`config.mk`:
```
export PLATFORM = sky130hd
export DESIGN_NAME = fifo_read_arbiter
export DESIGN_NICKNAME = d
export VERILOG_FILES = /design/src/rtl/fifo_ctrl_pkg.sv /design/src/rtl/rr_pick.sv /design/src/rtl/fifo_read_arbiter.sv
export SDC_FILE = /design/constraint.sdc
export NUM_CORES = 1
export LEC_CHECK = 0
export CAP_MARGIN = 20
export CORE_MARGIN = 3
export CORE_UTILIZATION = 43
export DETAILED_ROUTE_END_ITERATION = 6
export PLACE_DENSITY = 0.72
export SETUP_SLACK_MARGIN = 0.05
export SLEW_MARGIN = 20
export SYNTH_ARGS = -nofsm -noshare
export SYNTH_HDL_FRONTEND = slang
export SYNTH_SLANG_ARGS = --single-unit
export TNS_END_PERCENT = 5
```
`constraint.sdc`:
```
create_clock -name i_clk -period 1.65 [get_ports i_clk]
set_clock_uncertainty 0.05 [all_clocks]
set_input_delay 0.2475 -clock i_clk [delete_from_list [all_inputs] [get_ports i_clk]]
set_output_delay 0.2475 -clock i_clk [all_outputs]
set_load 0.01 [all_outputs]
```
`src/rtl/fifo_ctrl_pkg.sv`:
```
// Shared definitions for the FIFO control blocks: FSM state encoding and
// legal parameter ranges.
package fifo_ctrl_pkg;

    typedef enum logic {
        ST_IDLE = 1'b0,
        ST_READ = 1'b1
    } rd_state_e;

    localparam int unsigned NUM_REQ_MIN   = 2;
    localparam int unsigned NUM_REQ_MAX   = 16;
    localparam int unsigned MAX_BURST_MIN = 1;
    localparam int unsigned MAX_BURST_MAX = 255;
    localparam int unsigned RD_LAT_MIN    = 1;
    localparam int unsigned RD_LAT_MAX    = 4;

    function automatic bit in_range(input int unsigned v, input int unsigned lo,
                                    input int unsigned hi);
        return (v >= lo) && (v <= hi);
    endfunction

endpackage

```
`src/rtl/rr_pick.sv`:
```
// Combinational round-robin picker: first asserted request scanning upward from
// start+1, wrapping modulo NUM_REQ.
module rr_pick #(
    parameter int unsigned NUM_REQ = 4
) (
    input  logic [NUM_REQ-1:0]         req,
    input  logic [$clog2(NUM_REQ)-1:0] start,
    output logic                       found,
    output logic [$clog2(NUM_REQ)-1:0] idx
);

    localparam int unsigned IDX_W = $clog2(NUM_REQ);

    logic [IDX_W-1:0] cand;

    always_comb begin
        found = 1'b0;
        idx   = '0;
        cand  = '0;
        // Offset 1..NUM_REQ so the start index itself is checked last.
        for (int unsigned i = 1; i <= NUM_REQ; i++) begin
            cand = IDX_W'((32'(start) + i) % NUM_REQ);
            if (!found && req[cand]) begin
                found = 1'b1;
                idx   = cand;
            end
        end
    end

endmodule

```
`src/rtl/fifo_read_arbiter.sv`:
```
// Round-robin arbiter sharing one FIFO read port among NUM_REQ requesters, with
// a per-grant burst limit and a read-data-valid strobe aligned to RD_LAT.
module fifo_read_arbiter
    import fifo_ctrl_pkg::*;
#(
    parameter int unsigned NUM_REQ   = 4,
    parameter int unsigned MAX_BURST = 8,
    parameter int unsigned RD_LAT    = 1
) (
    input  logic               i_clk,
    input  logic               i_rest,
    input  logic [NUM_REQ-1:0] i_req,
    input  logic               i_empty,
    output logic               o_ren,
    output logic [NUM_REQ-1:0] o_gnt,
    output logic [NUM_REQ-1:0] o_rvalid,
    output logic               o_busy
);

    localparam int unsigned IDX_W = $clog2(NUM_REQ);
    localparam int unsigned CNT_W = $clog2(MAX_BURST + 1);

    if (!in_range(NUM_REQ, NUM_REQ_MIN, NUM_REQ_MAX) ||
        !in_range(MAX_BURST, MAX_BURST_MIN, MAX_BURST_MAX) ||
        !in_range(RD_LAT, RD_LAT_MIN, RD_LAT_MAX)) begin : g_param_err
        $error("fifo_read_arbiter: parameter out of legal range");
    end

    rd_state_e        state_q;
    logic [IDX_W-1:0] gnt_idx_q;
    logic [IDX_W-1:0] last_idx_q;
    logic [CNT_W-1:0] burst_cnt_q;

    logic [RD_LAT-1:0] rv_valid_q;
    logic [IDX_W-1:0]  rv_idx_q [RD_LAT];

    logic             pick_found;
    logic [IDX_W-1:0] pick_idx;
    logic             burst_done;
    logic             read_exit;

    rr_pick #(
        .NUM_REQ(NUM_REQ)
    ) u_rr_pick (
        .req  (i_req),
        .start(last_idx_q),
        .found(pick_found),
        .idx  (pick_idx)
    );

    assign o_ren      = (state_q == ST_READ) && i_req[gnt_idx_q] && !i_empty;
    assign burst_done = o_ren && (burst_cnt_q == CNT_W'(MAX_BURST - 1));
    // An empty FIFO releases the grant rather than stalling the holder.
    assign read_exit  = !i_req[gnt_idx_q] || i_empty || burst_done;
    assign o_busy     = (state_q == ST_READ);

    always_ff @(posedge i_clk or posedge i_rest) begin
        if (i_rest) begin
            state_q     <= ST_IDLE;
            gnt_idx_q   <= '0;
            last_idx_q  <= IDX_W'(NUM_REQ - 1);
            burst_cnt_q <= '0;
        end else begin
            case (state_q)
                ST_IDLE: begin
                    if (pick_found && !i_empty) begin
                        gnt_idx_q   <= pick_idx;
                        burst_cnt_q <= '0;
                        state_q     <= ST_READ;
                    end
                end
                ST_READ: begin
                    if (o_ren) begin
                        burst_cnt_q <= burst_cnt_q + CNT_W'(1);
                    end
                    if (read_exit) begin
                        state_q    <= ST_IDLE;
                        last_idx_q <= gnt_idx_q;
                    end
                end
                default: state_q <= ST_IDLE;
            endcase
        end
    end

    always_ff @(posedge i_clk or posedge i_rest) begin
        if (i_rest) begin
            rv_valid_q <= '0;
            for (int i = 0; i < RD_LAT; i++) begin
                rv_idx_q[i] <= '0;
            end
        end else begin
            rv_valid_q[0] <= o_ren;
            rv_idx_q[0]   <= gnt_idx_q;
            for (int i = 1; i < RD_LAT; i++) begin
                rv_valid_q[i] <= rv_valid_q[i-1];
                rv_idx_q[i]   <= rv_idx_q[i-1];
            end
        end
    end

    always_comb begin
        o_gnt    = '0;
        o_rvalid = '0;
        if (state_q == ST_READ) begin
            o_gnt[gnt_idx_q] = 1'b1;
        end
        if (rv_valid_q[RD_LAT-1]) begin
            o_rvalid[rv_idx_q[RD_LAT-1]] = 1'b1;
        end
    end

endmodule

```
==> metrics.txt <==
Sw Share 35.0%; Clock Path Buffers 2; largest net degree at the start of global routing 13; WL/cell 12.0 µm; post-synthesis xor/xnor area fraction 0%; Max Cap Violations 0; Setup violations, final 3; Synth Area in Compound Gates 18.1%; Die X 48.2 µm; First DRT Iteration DRCs 7; non-filler cells in the finished layout roughly 140; min setup slack post-route -46.4 ps; Power Density between 1000 and 1500 nW/µm²; Required @ worst endpoint 1350 ps; gr ovfl total 0; Syn. warnings 0; sequential area share after synthesis between 30% and 40%; Simple-Gate Fraction of Synth Area between 20% and 30%; worst path arrival time 1400 ps; worst slack, placed -422 ps; Max Slew Vio Count 0; area of the multi-input gates 450 µm²; final net count around 120; DP HPWL 1320 µm; Post-Syn Area per Cell 9.59 µm²; hold_buf cts 0; status finished with violations; io pins 17; iteration count of the initial detailed-routing pass 4; CTS buffer count 3; P_leak approximately 0.53 nW; fmax about 600 MHz; area of the mapped netlist 767 µm²; post-route cell area ~1100 µm²; clock power share roughly 14%; core box area between 1500 and 2000 µm²; GPL Wtd Cong about 0.80; crit path capture type output pin; RSZ-0062 raised after global routing true; failing checks negative setup slack; Initial Utilization 48.1%; vias in the first global route between 600 and 700; flops & latches, synth 12; period utilisation layout 103%; combinational family with the most area after synthesis simple AND/OR/NAND/NOR gates; Area Overhead vs Synth 47.6%; top-area cell type share of the netlist area approximately a third; count of different cell masters after synthesis 34; CP max FO 3; clock tree root buffer cell clkbuf_4; commonest non-fill, non-tap cell in the layout buf_4; Vias approximately 670; placed cell count between 100 and 150; vias per cell approximately 4.9; setup total negative slack -93.5 ps; Post-route DRC 0; initial antenna violation count 0; P_int between 1 and 1.5 mW; row cnt 14; VDD IR max around 0.00082 V; gr usage total around 17%; Sw Pwr 551 µW; Flop pwr share between 30% and 40%; type of origin of the critical path flop; most frequent cells in the layout buf_4 (12), nand2_1 (9), nor2_1 (9), dfrtp_1 (9), clkdlybuf4s50_1 (6); HP Class input pin to async pin; layout cells sized above 1 about two fifths; Worst slew margin a little over two thirds; TritonCTS clock tree done; Clock transition at path regs approximately 70 ps; Fin. Hold Viols 0; Filler cells between 100 and 150; Sink Count 12; overall power roughly 1.6 mW; first-pass GRT wire length ~2700 µm; worst setup path class flop to output pin; Post-Place Cell Area approximately 1100 µm²; Worst-Margin Slew 453 ps; syn nets just under 90; PortBufs 16; Min Clock Period, post-route around 1700 ps; full die area roughly 2300 µm²; post-synthesis cell count 80; multiplexer area fraction after synthesis between 7 and 8%; Routed Antenna Nets 0; worst skew pair latency ~270 ps; H-tree depth 1; Die H 48.2 µm; top cells by area, synth dfrtp_1 (33%), dfstp_2 (6.9%), nand2_1 (4.9%); Reg area just over 300 µm²; power share of the combinational group 52.5%; Synth Area in Adders under 10%; diodes inserted 0; total wire length about 1700 µm; cell taking the most area after synthesis dfrtp_1
## power by group through the flow
stage                     combinational (mW)  sequential, mW  clock, mW
after global placement                 0.788           0.517          0
after floorplan                        0.490           0.495          0
after global routing                   0.906           0.537      0.257
after CTS                              0.803           0.520      0.239
after detailed placement               0.805           0.522          0
final                                  0.825           0.520      0.228
## cell usage after synthesis
library cell   n
a311oi_1       1
mux2_2         3
nand2_1       10
o22a_1         1
dfrtp_1       10
or2b_1         1
nor2_1         9
nand3_1        1
inv_1          5
nor4_1         1
a211oi_1       1
nor2_4         1
nor3b_1        3
o31ai_1        2
ha_1           1
buf_6          2
and3_1         1
and3b_1        1
o311a_1        1
mux2i_2        2
and4b_1        1
nand2b_1       3
nor3_1         1
clkbuf_1       1
dfstp_2        2
or3b_4         1
nor3_2         1
a21oi_1        4
a21o_2         1
a211o_1        1
o21ai_0        3
a22o_1         1
or2_2          2
o32ai_4        1
## area by class of cell
class                           count  area share [%]
Multi-Input combinational cell     60            39.8
Inverter                            5            1.66
Tap cell                           24            2.65
Sequential cell                    12            26.9
Timing Repair Buffer               33            25.9
Clock buffer                        4            3.20
## metrics by stage
step	hold WS [ps]	util (%)
floorplan	60.8	-
global placement	469	67.3
detailed placement	472	67.3
CTS	240	69.9
global route	258	71.0
finish	221	71.0
## registers in the layout, summed over array words and instances (netlist names)
| name | cells |
|---|---|
| o_busy | 1 |
| rv_idx_q | 2 |
| gnt_idx_q | 2 |
| rv_valid_q | 1 |
| last_idx_q | 2 |
| burst_cnt_q | 4 |
## logic make-up after synthesis
group	count (synthesis)
DFF	12
muxes	5
and+or+nand+nor	37
AOI/OAI and AO/OA	17
adders and majority gates	1
buffers and inverters	8
## metal layers
metal | routed length [µm] | track usage (%)
met3 | 72 | 7.38
met1 | 729 | 20.3
met2 | 845 | 28.4
met5 | 0 | 0
met4 | 9 | 3.23
## path summary, 6_finish.rpt
check | startpoint | end | slack (ps) | depth (start not counted)
worst max-delay path | gnt_idx_q[0]$_DFFE_PP0P_ | o_ren | -50 | 3
worst max register to register | gnt_idx_q[0]$_DFFE_PP0P_ | burst_cnt_q[0]$_DFFE_PP0P_ | -30 | 6
worst min register to register | last_idx_q[1]$_DFFE_PP1P_ | last_idx_q[1]$_DFFE_PP1P_ | 480 | 2
min in group i_clk | last_idx_q[1]$_DFFE_PP1P_ | last_idx_q[1]$_DFFE_PP1P_ | 480 | 2
max in group asynchronous | i_rest | last_idx_q[0]$_DFFE_PP1P_ | 1000 | 2
worst min-delay path | i_rest | rv_idx_q[0]$_DFF_PP0_ | 220 | 2
## critical path: stages (launching register included)
cell     delay [ps]
dfrtp_2         460
mux2i_4         210
o32ai_4         280
buf_2           180
## what timing repair did
action	4_1_cts	5_1_grt
setup endpoints to repair	15	10
setup buffers	0	2
resized for setup	28	5
pin swaps	2	4
Power figures use the tool's default switching activity.
